File: config.mk
export PLATFORM = sky130hd
export DESIGN_NAME = wb_mem_slave
export DESIGN_NICKNAME = d
export VERILOG_FILES = /design/src/rtl/wb_mem_slave.sv
export SDC_FILE = /design/constraint.sdc
export NUM_CORES = 1
export LEC_CHECK = 0
export BUFFER_PORTS_ARGS = -buffer_cell sky130_fd_sc_hd__buf_2
export CAP_MARGIN = 0
export CORE_MARGIN = 2
export CORE_UTILIZATION = 46
export CTS_CLUSTER_SIZE = 24
export DETAILED_ROUTE_END_ITERATION = 10
export PLACE_DENSITY = 0.77
export SLEW_MARGIN = 20
export SYNTH_ARGS = -nofsm -noshare
export SYNTH_HDL_FRONTEND = slang
export SYNTH_SLANG_ARGS = --single-unit
File: constraint.sdc
create_clock -name clk -period 2.7 [get_ports clk]
set_input_delay 0.135 -clock clk [delete_from_list [all_inputs] [get_ports clk]]
set_output_delay 0.135 -clock clk [all_outputs]
set_load 0.1 [all_outputs]
File: src/rtl/wb_mem_slave.sv
// Wishbone slave responder in front of a one-cycle-latency single-port SRAM.
// It decodes addresses against a base, writes byte lanes, runs incrementing bursts, and terminates bad beats with err.
module wb_mem_slave #(
    parameter logic [31:0] ADDR_BASE  = 32'h8000_0000,
    parameter int          MEM_BYTES  = 1 << 18,
    parameter int          DATA_WIDTH = 32,
    parameter int          BL_WIDTH   = 10
) (
    input  logic                            clk,
    input  logic                            reset,
    input  logic [31:0]                     wbd_adr_i,
    input  logic [DATA_WIDTH-1:0]           wbd_dat_i,
    input  logic [DATA_WIDTH/8-1:0]         wbd_sel_i,
    input  logic [BL_WIDTH-1:0]             wbd_bl_i,
    input  logic                            wbd_bry_i,
    input  logic                            wbd_we_i,
    input  logic                            wbd_cyc_i,
    input  logic                            wbd_stb_i,
    output logic [DATA_WIDTH-1:0]           wbd_dat_o,
    output logic                            wbd_ack_o,
    output logic                            wbd_lack_o,
    output logic                            wbd_err_o,
    output logic                            mem_en_o,
    output logic [DATA_WIDTH/8-1:0]         mem_we_o,
    output logic [$clog2(MEM_BYTES)-3:0]    mem_addr_o,
    output logic [DATA_WIDTH-1:0]           mem_wdata_o,
    input  logic [DATA_WIDTH-1:0]           mem_rdata_i
);

    localparam int SW  = DATA_WIDTH / 8;
    localparam int LSB = $clog2(SW);
    localparam int AW  = $clog2(MEM_BYTES) - 2;

    typedef enum logic [1:0] {
        IDLE,
        REQ,
        ACK,
        ERR
    } state_t;

    state_t                  r_state;
    logic [AW-1:0]           r_waddr;
    logic [BL_WIDTH-1:0]     r_cnt;
    logic [BL_WIDTH-1:0]     r_len;
    logic                    r_we;
    logic                    r_ack;
    logic                    r_lack;
    logic                    r_err;
    logic [DATA_WIDTH-1:0]   r_dat;

    logic [31:0]             w_off;
    logic                    w_first_bad;
    logic                    w_next_bad;
    logic                    w_last;
    logic [BL_WIDTH-1:0]     w_bl_len;
    logic                    w_req_go;
    logic                    w_rd_ack;

    assign w_off       = wbd_adr_i - ADDR_BASE;
    assign w_first_bad = (w_off >= 32'(MEM_BYTES)) || (wbd_adr_i[LSB-1:0] != '0);
    // Incrementing past the top word leaves the SRAM window.
    assign w_next_bad  = &r_waddr;
    assign w_last      = (r_cnt == r_len - BL_WIDTH'(1));
    assign w_bl_len    = (wbd_bl_i == '0) ? BL_WIDTH'(1) : wbd_bl_i;

    // NOTE: the SRAM strobe is combinational in REQ, so it is masked by reset
    // to guarantee no partial write lands on the edge that reset is sampled.
    assign w_req_go    = (r_state == REQ) && wbd_cyc_i && wbd_bry_i && !reset;
    assign w_rd_ack    = r_ack && !r_we;

    assign mem_en_o    = w_req_go;
    assign mem_we_o    = (w_req_go && r_we) ? wbd_sel_i : '0;
    assign mem_addr_o  = w_req_go ? r_waddr : '0;
    assign mem_wdata_o = (w_req_go && r_we) ? wbd_dat_i : '0;

    // SRAM data is only valid during the ack cycle; r_dat holds it afterwards.
    assign wbd_dat_o   = w_rd_ack ? mem_rdata_i : r_dat;
    assign wbd_ack_o   = r_ack;
    assign wbd_lack_o  = r_lack;
    assign wbd_err_o   = r_err;

    // NOTE: all state here uses non-blocking assignments so every register
    // samples pre-edge values regardless of statement order.
    always_ff @(posedge clk) begin
        if (reset) begin
            r_state <= IDLE;
            r_waddr <= '0;
            r_cnt   <= '0;
            r_len   <= '0;
            r_we    <= 1'b0;
            r_ack   <= 1'b0;
            r_lack  <= 1'b0;
            r_err   <= 1'b0;
            r_dat   <= '0;
        end else begin
            r_ack  <= 1'b0;
            r_lack <= 1'b0;
            r_err  <= 1'b0;
            if (w_rd_ack) begin
                r_dat <= mem_rdata_i;
            end

            case (r_state)
                IDLE: begin
                    if (wbd_cyc_i && wbd_stb_i) begin
                        r_waddr <= w_off[AW+LSB-1:LSB];
                        r_we    <= wbd_we_i;
                        r_len   <= w_bl_len;
                        r_cnt   <= '0;
                        if (w_first_bad) begin
                            r_state <= ERR;
                            r_err   <= 1'b1;
                        end else begin
                            r_state <= REQ;
                        end
                    end
                end

                REQ: begin
                    if (!wbd_cyc_i) begin
                        r_state <= IDLE;
                    end else if (wbd_bry_i) begin
                        r_state <= ACK;
                        r_ack   <= 1'b1;
                        r_lack  <= w_last;
                    end
                end

                ACK: begin
                    if (w_last || !wbd_cyc_i) begin
                        r_state <= IDLE;
                    end else begin
                        r_cnt   <= r_cnt + BL_WIDTH'(1);
                        r_waddr <= r_waddr + AW'(1);
                        if (w_next_bad) begin
                            r_state <= ERR;
                            r_err   <= 1'b1;
                        end else begin
                            r_state <= REQ;
                        end
                    end
                end

                ERR: begin
                    r_state <= IDLE;
                end

                default: begin
                    r_state <= IDLE;
                end
            endcase
        end
    end

endmodule

# After elaboration in Yosys (flattened, before gate mapping)

Cells that the tools add are included.
W data, S select, Z words.

Add/sub/neg operators: 4
$mul: 0
Divide/modulo/power cells: 0
$lt $le $gt $ge: 1
Equal/unequal tests: 7
Shifts and indexed selects: 0
Mux-type cells: 24
Bitwise logic cells: 3
Reductions and logical operators: 21

Operator list:

| cell                     | number |
|---|---|
| $mux W32                 | 2 |
| $mux W16                 | 3 |
| $ge A32 B19 Y1 const B   | 1 |
| $pmux W16 S2             | 1 |
| $sub A32 B32 Y32 const B | 1 |
| $mux W10                 | 3 |
| $pmux W10 S2             | 1 |
| $add A16 B1 Y16 const B  | 1 |
| $reduce_and A16 Y1       | 1 |
| $mux W2                  | 6 |
| $add A10 B1 Y10 const B  | 1 |
| $eq A10 B10 Y1           | 1 |
| $logic_not A10 Y1        | 1 |
| $sub A10 B1 Y10 const B  | 1 |
| $pmux W2 S4              | 1 |
| $logic_and A1 B1 Y1      | 6 |
| $mux W1                  | 5 |
| $eq A2 B2 Y1 const B     | 2 |
| $mux W4                  | 1 |
| $ne A2 B2 Y1 const B     | 2 |
| $reduce_and A2 Y1        | 2 |
| $reduce_bool A2 Y1       | 2 |
| $reduce_or A4 Y1         | 1 |
| $logic_not A1 Y1         | 3 |
| 8 further kinds          | 11 |

Bits in registers: 74
Bits in latches: 0
RAM bits: 0
Memory bits (read-only): 0
Output and inout port bits: 88
Memories kept: 0

# Longest topological paths before layout

Depth in word-level cells: 6
Gate-level depth with buffers: 12
Gate-level depth less buffers: 9

# Worst setup path after synthesis

No wires, ideal clock.

Path kind: reg-to-output
From: register r_state[0]
To: output port mem_addr_o[10]
Arrival time: 3.274 ns
Data required time: 2.565 ns
Setup slack: -0.709 ns
Stages on the path, launching flop included: 6
Path buffers: 2
Path through: dfxtp_1 > clkbuf_1 > nand2_1 > nor4b_1 > clkbuf_1 > and2_1

Word-level cells in the longest chain between the ends: 5

Ends and longest elaborated chain:

| item                              | RTL line | RTL |
|---|---|---|
| from (decl)                       | 41       | `state_t r_state;` |
| from (signal assigned)            | 86       | `r_state <= IDLE;` |
| from (signal assigned)            | 111      | `r_state <= ERR;` |
| from (signal assigned)            | 114      | `r_state <= REQ;` |
| $eq A2 B1 Y1                      | 68       | `assign w_req_go = (r_state == REQ) && wbd_cyc_i && wbd_bry_i && !reset;` |
| $logic_and A1 B1 Y1 (3 in series) | 68       |  |
| via mem_en_o                      | 23       | `output logic mem_en_o,` |
| $mux W16                          | 73       | `assign mem_addr_o = w_req_go ? r_waddr : '0;` |
| to (decl)                         | 25       | `output logic [$clog2(MEM_BYTES)-3:0] mem_addr_o,` |

The timed path passes the listed nets, and every way through them passes these cells.

# Worst setup path in the final report

From: register r_len[1]
To: register r_cnt[0]

Word-level cells in the longest chain between the ends: 5

Ends and longest elaborated chain:

| item                               | RTL line | RTL |
|---|---|---|
| from (decl)                        | 44       | `logic [BL_WIDTH-1:0] r_len;` |
| from (signal assigned)             | 108      | `r_len <= w_bl_len;` |
| $sub A10 B1 Y10                    | 63       | `assign w_last = (r_cnt == r_len - BL_WIDTH'(1));` |
| $eq A10 B10 Y1                     | 63       |  |
| $logic_or A1 B1 Y1                 | 130      | `if (w_last \|\| !wbd_cyc_i) begin` |
| $ne A2 B2 Y1 (no source line)      | -        |  |
| $reduce_and A3 Y1 (no source line) | -        |  |
| to (signal assigned)               | 133      | `r_cnt <= r_cnt + BL_WIDTH'(1);` |
| to (decl)                          | 43       | `logic [BL_WIDTH-1:0] r_cnt;` |

Every way passes these cells.
A chain may end at the register's enable or synchronous reset.

==> impl_metrics.json <==
{
  "ys_async_sr_fraction": 0,
  "synth_area_um2": 4045,
  "detailedRoute.firstPassIterationCount": 5,
  "critical_path_class": "flip-flop to flip-flop",
  "crit_path_max_fanout": 11,
  "antenna_found_initial": 0,
  "slew_headroom": 0.2004,
  "largest_stage_delay_on_the_critical_path_ns": 0.38,
  "max-vdd-ir-drop_mv": 0.2290,
  "whs_ns": 0.02027,
  "synth_mux_area_frac": 0.09650,
  "final_cell_area_um2": 6038,
  "die_area_um2": 9560,
  "floorplan.die.height_um": 97.78,
  "hold_class": "primary input to flip-flop",
  "grt.overflow.total": 0,
  "cp_cell_sequence": "inv_1, ha_1, o21ba_2, a221oi_1, a41oi_1, nor4b_4, buf_4, a31oi_4, buf_6, mux2i_1, nor2_1",
  "cp_num_buf_inv": 3,
  "clockRootBuffer": "clkbuf_8",
  "cts_buffers": 9,
  "first_pass_grt_wire_length_um": 20290,
  "synth_to_layout_area_growth_pct": 49.27,
  "clock-skew-final_ns": 0.01151,
  "floorplan.io_pins": 204,
  "diode_insertion_count_for_antenna_repair": 0,
  "vias_in_the_first_global_route": 4155,
  "cts.sink_count": 74,
  "clk_latency_ns": 0.35,
  "drt-initial-drc-count": 237,
  "global_route.usage.total": 0.2583,
  "post_synth_fa_ha_maj_area_fraction": 0.009279,
  "edff_count_synth": 0,
  "placementRows": 34,
  "status": "finished clean",
  "final_util": 0.6992,
  "critical_path_required_ns": 2.92,
  "worstPathArrival_ns": 2.83,
  "place_inst": 770,
  "crit_path_start_kind": "flip-flop",
  "initial_utilization": 0.4684,
  "totalWireLength_um": 13120,
  "largest_net_degree_at_the_start_of_global_routing": 54,
  "dp.final_hpwl_um": 9609,
  "setup-violations-final": 0,
  "cts.path.max_buffers": 2,
  "cap_viol_max_count": 0,
  "fin_crit_ns": 2.601,
  "post_route_cells_drive_above_1_share": 0.4373,
  "nets": 800,
  "simple_gate_share_of_the_synthesized_area": 0.2942,
  "syn-mean-instance-area_um2": 8.463,
  "route.detailed.drc": 0,
  "yosysWarningCount": 0,
  "route.antenna.remaining_nets": 0,
  "slew_violations": 0,
  "dpl_cell_area_um2": 5704,
  "final_hold_viol_count": 0,
  "post-layout-total-power_mw": 2.607,
  "tritoncts": "done",
  "postSynthCellCount": 478,
  "dominant_combinational_cell_family_by_area_after_synthesis": "simple AND/OR/NAND/NOR gates",
  "place_congestion": 0.8892,
  "synth-main-ff-cell": "dfxtp_1",
  "synth.ff_latch_count": 74,
  "number_of_cells_in_the_finished_layout_apart_from_fillers": 794,
  "layout.cells.most_common": "buf_2",
  "ys_seq_area_frac": 0.3662,
  "period_share": 0.9632,
  "timing.fmax_ghz": 0.3845,
  "cts.reportedPaths.clkPinSlew_ns": 0.09,
  "viasPerCell": 5.598,
  "worst_slew_pin_slew_ns": 1.187,
  "synth_fp_nets": 597,
  "slowest_stage_cell_cp": "dfxtp_2",
  "synth-xor-area-share": 0.02382,
  "ys_types": 52,
  "core_area_um2": 8636,
  "ctsHtreeMaxLevel": 3,
  "worst_path_dominant_cell_family": "compound AO/OA/AOI/OAI gates",
  "endpoint_kind": "flip-flop",
  "power_leakage_nw": 2.940,
  "port_buffers": 203,
  "die_width_um": 97.78,
  "via_count": 4445,
  "pd_cells_nw_per_um2": 431.7,
  "layout_common_cells": "171 x buf_2, 73 x dfxtp_1, 46 x and3_1",
  "routed_wire_length_per_instance_um": 16.53,
  "post_synthesis_compound_gate_area_fraction": 0.1649
}
[routing by layer]
metal,routed length (um),share of wire,track usage
met1,5520,0.42,0.3299
met2,6500,0.50,0.4493
met3,901,0.069,0.04510
met4,200,0.015,0.07479
met5,0,0,0
[cell families (layout without fill, tap and decap cells)]
group,Yosys count,in the layout
AO/OA/AOI/OAI,95,97
XOR/XNOR,11,11
adder cells (fa/ha/maj),3,3
buffers and inverters,45,251
flip-flops,74,74
multiplexers,35,35
AND/OR/NAND/NOR,215,215
[final cells by class]
type / count / area [um^2]
clock buffers: 10 / 137.6
repair buffers: 227 / 1695
inverters: 8 / 30.03
flip-flops and latches: 74 / 1483
well taps: 108 / 135.1
fillers: 671 / 2597
clock inverters: 6 / 72.57
multi-input cells: 361 / 2485
[per-stage QoR]
step	setup slack [ns]	TNS [ns]
after global routing	-0.03470	-0.1152
after CTS	-0.008111	-0.008111
final	0.09926	0
after detailed placement	-0.1284	-1.717
after global placement	-0.02156	-0.1099
after floorplan	0.1239	0
[timing repair]
item                                   CTS  global route
hold buffers                             0             1
setup endpoints to repair               25            26
buffers inserted                         0             5
gates resized for setup                  5             3
gates cloned                             1             1
pin swaps                                2             4
endpoints found under the hold margin    0             1
[flip-flops by register name (all words and copies together) (netlist names)]
signal and count:
r_cnt 10, r_dat 32, r_len 10, r_state 2
r_waddr 16, r_we 1, wbd_ack_o 1, wbd_err_o 1
wbd_lack_o 1
[cells in the mapped netlist (all sizes together), types with 5 or more instances]
library cell	number	area [um^2]
mux2	32	360.4
nand4	7	43.79
nand2	44	165.2
dfxtp	74	1481
a211oi	5	37.54
clkbuf	27	101.4
and2	49	306.5
a32o	8	80.08
nor4b	5	50.04
o21ai	18	90.09
or3	6	37.54
a21oi	27	135.1
nor3	5	25.02
xor2	7	61.31
nand3	8	40.04
buf	10	51.29
nor2	28	105.1
and3	46	287.8
inv	8	30.03
[report_power, final]
| group | switching (mW) | internal, mW | leakage [nW] | total, mW |
|---|---|---|---|---|
| clock | 0.445 | 0.464 | 0.104 | 0.909 |
| sequential | 0.0367 | 1.12 | 0.600 | 1.16 |
| combinational | 0.308 | 0.230 | 2.24 | 0.538 |
[worst paths after layout]
check / start / to / slack (ns) / depth (start not counted)
setup / recovery: r_len[1]$_SDFFE_PP0P_ / r_cnt[0]$_SDFFE_PP0P_ / 0.1 / 11
hold / removal: wbd_bl_i[6] / r_len[6]$_SDFFE_PP0P_ / 0.02 / 2
setup reg to reg: r_len[1]$_SDFFE_PP0P_ / r_cnt[0]$_SDFFE_PP0P_ / 0.1 / 11
hold reg to reg: r_len[9]$_SDFFE_PP0P_ / r_len[9]$_SDFFE_PP0P_ / 0.49 / 2
Power figures use the tool's default switching activity.
